**config.mk**
```make
export PLATFORM = sky130hd
export DESIGN_NAME = emulib_ready_valid_skid_buffer
export DESIGN_NICKNAME = d
export VERILOG_FILES = /design/src/rtl/emulib_ready_valid_skid_buffer_pkg.sv /design/src/rtl/emulib_ready_valid_skid_buffer.sv
export SDC_FILE = /design/constraint.sdc
export NUM_CORES = 1
export LEC_CHECK = 0
export CELL_PAD_IN_SITES_DETAIL_PLACEMENT = 1
export CELL_PAD_IN_SITES_GLOBAL_PLACEMENT = 1
export CORE_MARGIN = 8
export CORE_UTILIZATION = 39
export CTS_CLUSTER_DIAMETER = 30
export DETAILED_ROUTE_END_ITERATION = 10
export PLACE_DENSITY_LB_ADDON = 0.1
export RECOVER_POWER = 50
export SLEW_MARGIN = 20
export SYNTH_ARGS = -nofsm -noshare
export SYNTH_HDL_FRONTEND = slang
export SYNTH_SLANG_ARGS = --single-unit
```
**constraint.sdc**
```tcl
create_clock -name clk -period 1.9 [get_ports clk]
set_input_delay 0.38 -clock clk [delete_from_list [all_inputs] [get_ports clk]]
set_output_delay 0.38 -clock clk [all_outputs]
set_load 0.005 [all_outputs]
```
**src/rtl/emulib_ready_valid_skid_buffer_pkg.sv**
```systemverilog
// Shared encodings and helpers for the ready/valid slice and fork/join family.
package emulib_ready_valid_skid_buffer_pkg;

    localparam int unsigned RV_COUNT_W = 2;

    // Occupancy state; the encoding doubles as the entry count.
    typedef enum logic [RV_COUNT_W-1:0] {
        RV_EMPTY = 2'd0,
        RV_ONE   = 2'd1,
        RV_FULL  = 2'd2
    } rv_state_e;

    // A transfer happens when valid and ready are both high.
    function automatic logic rv_fire(input logic v, input logic r);
        return v & r;
    endfunction

endpackage

```
**src/rtl/emulib_ready_valid_skid_buffer.sv**
```systemverilog
// Ready/valid register slice upstream of the fork: cuts the forward path,
// the backward (ready) path, or both, selected by parameters.
module emulib_ready_valid_skid_buffer
    import emulib_ready_valid_skid_buffer_pkg::*;
#(
    parameter int unsigned DATA_WIDTH   = 32,
    parameter bit          FORWARD_REG  = 1'b1,
    parameter bit          BACKWARD_REG = 1'b1
) (
    input  logic                  clk,
    input  logic                  rst_n,
    input  logic                  i_valid,
    output logic                  i_ready,
    input  logic [DATA_WIDTH-1:0] i_data,
    output logic                  o_valid,
    input  logic                  o_ready,
    output logic [DATA_WIDTH-1:0] o_data,
    output logic [RV_COUNT_W-1:0] count
);

    if (FORWARD_REG && BACKWARD_REG) begin : g_full
        rv_state_e             r_state;
        rv_state_e             w_state_next;
        logic                  r_ready_q;
        logic [DATA_WIDTH-1:0] r_main_data;
        logic [DATA_WIDTH-1:0] r_skid_data;
        logic                  w_i_fire;
        logic                  w_o_fire;
        logic                  w_load_main_in;
        logic                  w_load_main_skid;
        logic                  w_load_skid;

        assign w_i_fire = rv_fire(i_valid, r_ready_q);
        assign w_o_fire = rv_fire(o_valid, o_ready);

        // Next occupancy state and which register loads this cycle.
        always_comb begin
            w_state_next     = r_state;
            w_load_main_in   = 1'b0;
            w_load_main_skid = 1'b0;
            w_load_skid      = 1'b0;
            case (r_state)
                RV_EMPTY: begin
                    if (w_i_fire) begin
                        w_state_next   = RV_ONE;
                        w_load_main_in = 1'b1;
                    end
                end
                RV_ONE: begin
                    if (w_i_fire && w_o_fire) begin
                        w_load_main_in = 1'b1;
                    end else if (w_i_fire) begin
                        w_state_next = RV_FULL;
                        w_load_skid  = 1'b1;
                    end else if (w_o_fire) begin
                        w_state_next = RV_EMPTY;
                    end
                end
                RV_FULL: begin
                    if (w_o_fire) begin
                        w_state_next     = RV_ONE;
                        w_load_main_skid = 1'b1;
                    end
                end
                default: w_state_next = RV_EMPTY;
            endcase
        end

        // State and registered ready; ready drops only when skid will hold data.
        always_ff @(posedge clk or negedge rst_n) begin
            if (!rst_n) begin
                r_state   <= RV_EMPTY;
                r_ready_q <= 1'b0;
            end else begin
                r_state   <= w_state_next;
                r_ready_q <= (w_state_next != RV_FULL);
            end
        end

        // Payload registers: main feeds the output, skid absorbs one extra beat.
        always_ff @(posedge clk or negedge rst_n) begin
            if (!rst_n) begin
                r_main_data <= '0;
                r_skid_data <= '0;
            end else begin
                if (w_load_main_in) begin
                    r_main_data <= i_data;
                end else if (w_load_main_skid) begin
                    r_main_data <= r_skid_data;
                end
                if (w_load_skid) begin
                    r_skid_data <= i_data;
                end
            end
        end

        assign o_valid = (r_state != RV_EMPTY);
        assign o_data  = r_main_data;
        assign i_ready = r_ready_q;
        assign count   = RV_COUNT_W'(r_state);

    end else if (FORWARD_REG) begin : g_fwd
        logic                  r_main_valid;
        logic [DATA_WIDTH-1:0] r_main_data;
        logic                  w_i_fire;
        logic                  w_o_fire;

        assign i_ready  = !r_main_valid || o_ready;
        assign w_i_fire = rv_fire(i_valid, i_ready);
        assign w_o_fire = rv_fire(r_main_valid, o_ready);

        // Single pipeline register: load on accept, clear when drained.
        always_ff @(posedge clk or negedge rst_n) begin
            if (!rst_n) begin
                r_main_valid <= 1'b0;
                r_main_data  <= '0;
            end else if (w_i_fire) begin
                r_main_valid <= 1'b1;
                r_main_data  <= i_data;
            end else if (w_o_fire) begin
                r_main_valid <= 1'b0;
            end
        end

        assign o_valid = r_main_valid;
        assign o_data  = r_main_data;
        assign count   = RV_COUNT_W'(r_main_valid);

    end else if (BACKWARD_REG) begin : g_bwd
        logic                  r_skid_valid;
        logic                  w_skid_valid_next;
        logic                  r_ready_q;
        logic [DATA_WIDTH-1:0] r_skid_data;
        logic                  w_i_fire;

        assign w_i_fire = rv_fire(i_valid, r_ready_q);

        // Skid fills when an accepted beat cannot pass, empties when it drains.
        always_comb begin
            w_skid_valid_next = r_skid_valid;
            if (r_skid_valid) begin
                if (o_ready) begin
                    w_skid_valid_next = 1'b0;
                end
            end else if (w_i_fire && !o_ready) begin
                w_skid_valid_next = 1'b1;
            end
        end

        // Skid register and the registered ready derived from it.
        always_ff @(posedge clk or negedge rst_n) begin
            if (!rst_n) begin
                r_skid_valid <= 1'b0;
                r_ready_q    <= 1'b0;
                r_skid_data  <= '0;
            end else begin
                r_skid_valid <= w_skid_valid_next;
                r_ready_q    <= !w_skid_valid_next;
                if (!r_skid_valid && w_i_fire && !o_ready) begin
                    r_skid_data <= i_data;
                end
            end
        end

        // Pass-through is gated by ready so nothing leaves before it is accepted.
        assign o_valid = r_skid_valid || (i_valid && r_ready_q);
        assign o_data  = r_skid_valid ? r_skid_data : i_data;
        assign i_ready = r_ready_q;
        assign count   = RV_COUNT_W'(r_skid_valid);

    end else begin : g_wire
        assign o_valid = i_valid;
        assign o_data  = i_data;
        assign i_ready = o_ready;
        assign count   = '0;
    end

endmodule
```
==> results <==
- The standby leakage power is approximately 1.7 nW.
- The startpoint type of the worst setup path is a flip-flop.
- slightly above 70 I/O pins were placed.
- For met1 alone, demand over resource in global routing was between 10% and 20%.
- The number of global-route vias before repair came to approximately 2,300.
- For this run, the total global-route usage over all layers was measured as 14.8%.
- Summing the sequential cell areas from Yosys gives about three fifths of the chip area.
- The time the final worst path needs with I/O delays and setup is ~1.7 ns.
- For this run the aggregate overflow at the end of global routing stands at 0.
- The die outline width is 101 µm.
- The first global-routing pass estimated 11,700 µm of wire.
- The number of detailed-route iterations in the first pass is 4.
- The clock latency reported for the late side of the worst-skew pair is 0.33 ns.
- Measured along the y axis, the die boundary spans between 100 and 150 µm.
- In this run the cell area of the synthesized design comes to roughly 2800 µm².
- A synthesized cell averages between 10 and 15 µm².
- Yosys printed 0 warnings.
- The maximum frequency from static timing analysis is between 500 and 600 MHz.
- Compared with the post-synthesis result, the final layout area differs by 34.3%.
- The library cells used most frequently in the layout, excluding fill and tap cells, are 65 x sky130_fd_sc_hd__dfrtp_1, 51 x sky130_fd_sc_hd__clkdlybuf4s50_1, 32 x sky130_fd_sc_hd__a221o_1.
- The pin slew with the least headroom to its limit is 1.47 ns.
- The total routed wirelength is roughly 7400 µm.
- Global routing used slightly below 4% of the available met3 tracks.
- For this run, the slowest stage of the critical path takes 0.51 ns.
- Walking the worst path, the cells encountered are buf_4, clkdlybuf4s50_1.
- In this run the worst setup path begins at count[0]$_DFF_PN0_.
- Routability-driven placement finished with a final weighted congestion of approximately 0.69.
- The run finished with clean final reports.
- The maximum VDD drop is roughly 0.0005 V.
- The initial core utilization is approximately 40%.
- Detailed placement ended at an HPWL of between 4000 and 5000 µm.
- The sort of element at the end of the critical path is an output port.
- The clock tree from TritonCTS is built.
- The startpoint identified for the worst register-to-register timing path is count[1]$_DFF_PN0_.
- Leaving out fill and tap cells, the most frequent cell in the layout is sky130_fd_sc_hd__dfrtp_1.
- Synthesis inferred 67 register bits.
- The finished layout holds between 300 and 400 standard cells, fillers aside.
- The post-synth net total is around 230.
- The DRC violations left is 0.
- The total power per unit cell area is 1460 nW/µm².
- After global routing, the most crowded layer is met2.
- The number of slew-limit violations in the final report is 0.
- The worst setup path is of the reg2out kind.
- Setup repair after global routing left no endpoint under its margin.
- The master of the slowest instance on the critical path is sky130_fd_sc_hd__clkdlybuf4s50_1.
- The maximum net fanout on the critical path is 4.
- Setup total negative slack on the finished layout was measured at 0 ns.
- For this block, the initial DRC count from the detailed router was between 100 and 150.
- Of the cells placed in the final design, the portion with a size suffix greater than 1 is 24.5%.
- In the routed layout, each cell is associated on average with a via count of 5.36.
- The max-cap violation count is 0.
- Counting along the longest clock path gives a buffer depth of 2.
- The final critical path takes up between 90% and 100% of the cycle.
- After technology mapping, the gate count stands at ~200.
- The max-slew headroom at the worst pin is 2.27%.
- The number of rows created at floorplan is 31.
- The data arrival time of the worst path is around 1.4 ns.
- For the final database, setup skew stands at approximately 0.0058 ns.
- The power after layout is about 5.6 mW.
- The average wire length per cell after detail routing is 19.6 µm.
- The H-tree was split into 3 levels.
- In this run, CTS created clock tree buffers numbering 9.
- The number of antenna violations at the first check in global routing is 0.
- The number of port buffers is 71.
- The count of nets left with antenna violations once routing finished came out at 0.
- The pin count of the biggest net entering global routing is 68.
- The distinct cell type count after synthesis is 22.
- The overall via count from detail_route is 2,022.
- The hold violation count in the final report is 0.
- On the final layout, the worst hold slack is around 0.48 ns.
- The required time reported for the critical path endpoint is between 1.5 and 2 ns.
- The placed cell count is approximately 360.
- The die covers a little over 10,000 µm².
- Setup violations remaining at the end of the flow were counted as 0.
- After clock tree synthesis, the clock-pin slew on the worst setup and hold paths is approximately 0.070 ns.
- The fraction of met2 tracks used by global routing is between 20 and 25%.
- The number of clock sinks is 67.
- The area of the placeable core is slightly above 7000 µm².
- After the last flow step, the layout net total stands at between 300 and 400.
- The clock root buffer is sky130_fd_sc_hd__clkbuf_8.
- The number of antenna repair diodes is 0.
- The class of the most critical hold timing path is in2async.
- The post-cts hold buffer count is 0.
state kept, by name (all words and copies together), names as in the netlist:
register            flops
g_full.r_skid_data     32
i_ready                 1
o_data                 32
count                   2
path summary, 6_finish.rpt:
| path | end | slack (ns) | depth (start not counted) |
|---|---|---|---|
| setup / recovery | count[0] | 0.15 | 2 |
| hold / removal | g_full.r_skid_data[19]$_DFFE_PN0P_ | 0.48 | 2 |
| setup reg to reg | i_ready$_DFF_PN0_ | 0.20 | 4 |
| hold reg to reg | g_full.r_skid_data[19]$_DFFE_PN0P_ | 0.49 | 1 |
| max in group asynchronous | count[1]$_DFF_PN0_ | 0.42 | 2 |
| min in group clk | g_full.r_skid_data[19]$_DFFE_PN0P_ | 0.49 | 1 |
synthesized netlist by cell type (all sizes together):
cell	n	area (µm²)
dfrtp	67	1680
mux2	33	372
a221o	32	320
and3	32	205
buf	14	146
clkbuf	3	11.3
a21oi	2	21.3
and3b	2	17.5
nor2	2	10.0
or2	2	12.5
inv	1	3.75
mux2i	1	10.0
nand2	1	3.75
nand2b	1	13.8
nand3b	1	7.51
o22ai	1	6.26
cells by family after synthesis:
| group | synth area share [%] |
|---|---|
| and+or+nand+nor | 9.52 |
| muxes | 13.4 |
| AOI/OAI and AO/OA | 12.3 |
| DFF | 59.1 |
| buffers and inverters | 5.69 |
per-stage QoR:
stage / area, µm² / worst slack (ns) / utilization [%]
floorplan: 2840 / 0.489 / -
global placement: 3630 / -0.286 / 50.9
detailed placement: 3630 / -0.311 / 50.9
CTS: 3810 / 0.0430 / 53.4
global route: 3810 / 0.0622 / 53.4
finish: 3810 / 0.152 / 53.4
where the power goes:
| part | switching, mW | leakage [nW] | internal [mW] |
|---|---|---|---|
| logic | 0.747 | 0.826 | 1.30 |
| clock network | 0.497 | 0.0860 | 0.496 |
| registers | 0.410 | 0.807 | 2.12 |
| total | 1.65 | 1.72 | 3.92 |
repair_timing:
| action | in CTS | in global routing |
|---|---|---|
| gates cloned | 0 | 1 |
| setup buffers | 2 | 0 |
| resized for setup | 3 | 1 |
| hold endpoints to repair | 0 | 0 |
| endpoints found under the setup margin | 2 | 15 |
layout make-up:
type	instances	area, µm²
clock buffers	12	145
inverters	1	3.75
repair buffers	84	825
clock inverters	3	15.0
fillers	743	3320
flip-flops and latches	67	1680
multi-input cells	111	1020
well taps	99	124
per-layer routing:
| layer | vias up | part of all wire [%] |
|---|---|---|
| met5 | - | 0 |
| met4 | 0 | 1.4 |
| met3 | 12 | 4.4 |
| met2 | 48 | 49 |
| met1 | 1049 | 45 |
| li1 | 913 | - |
critical path, delay by kind of cell, from the launching register on:
family | cells | cell delay (ns)
buf+inv | 2 | 0.66
flops | 1 | 0.38
Note: power is estimated with default switching activity, not from simulation.
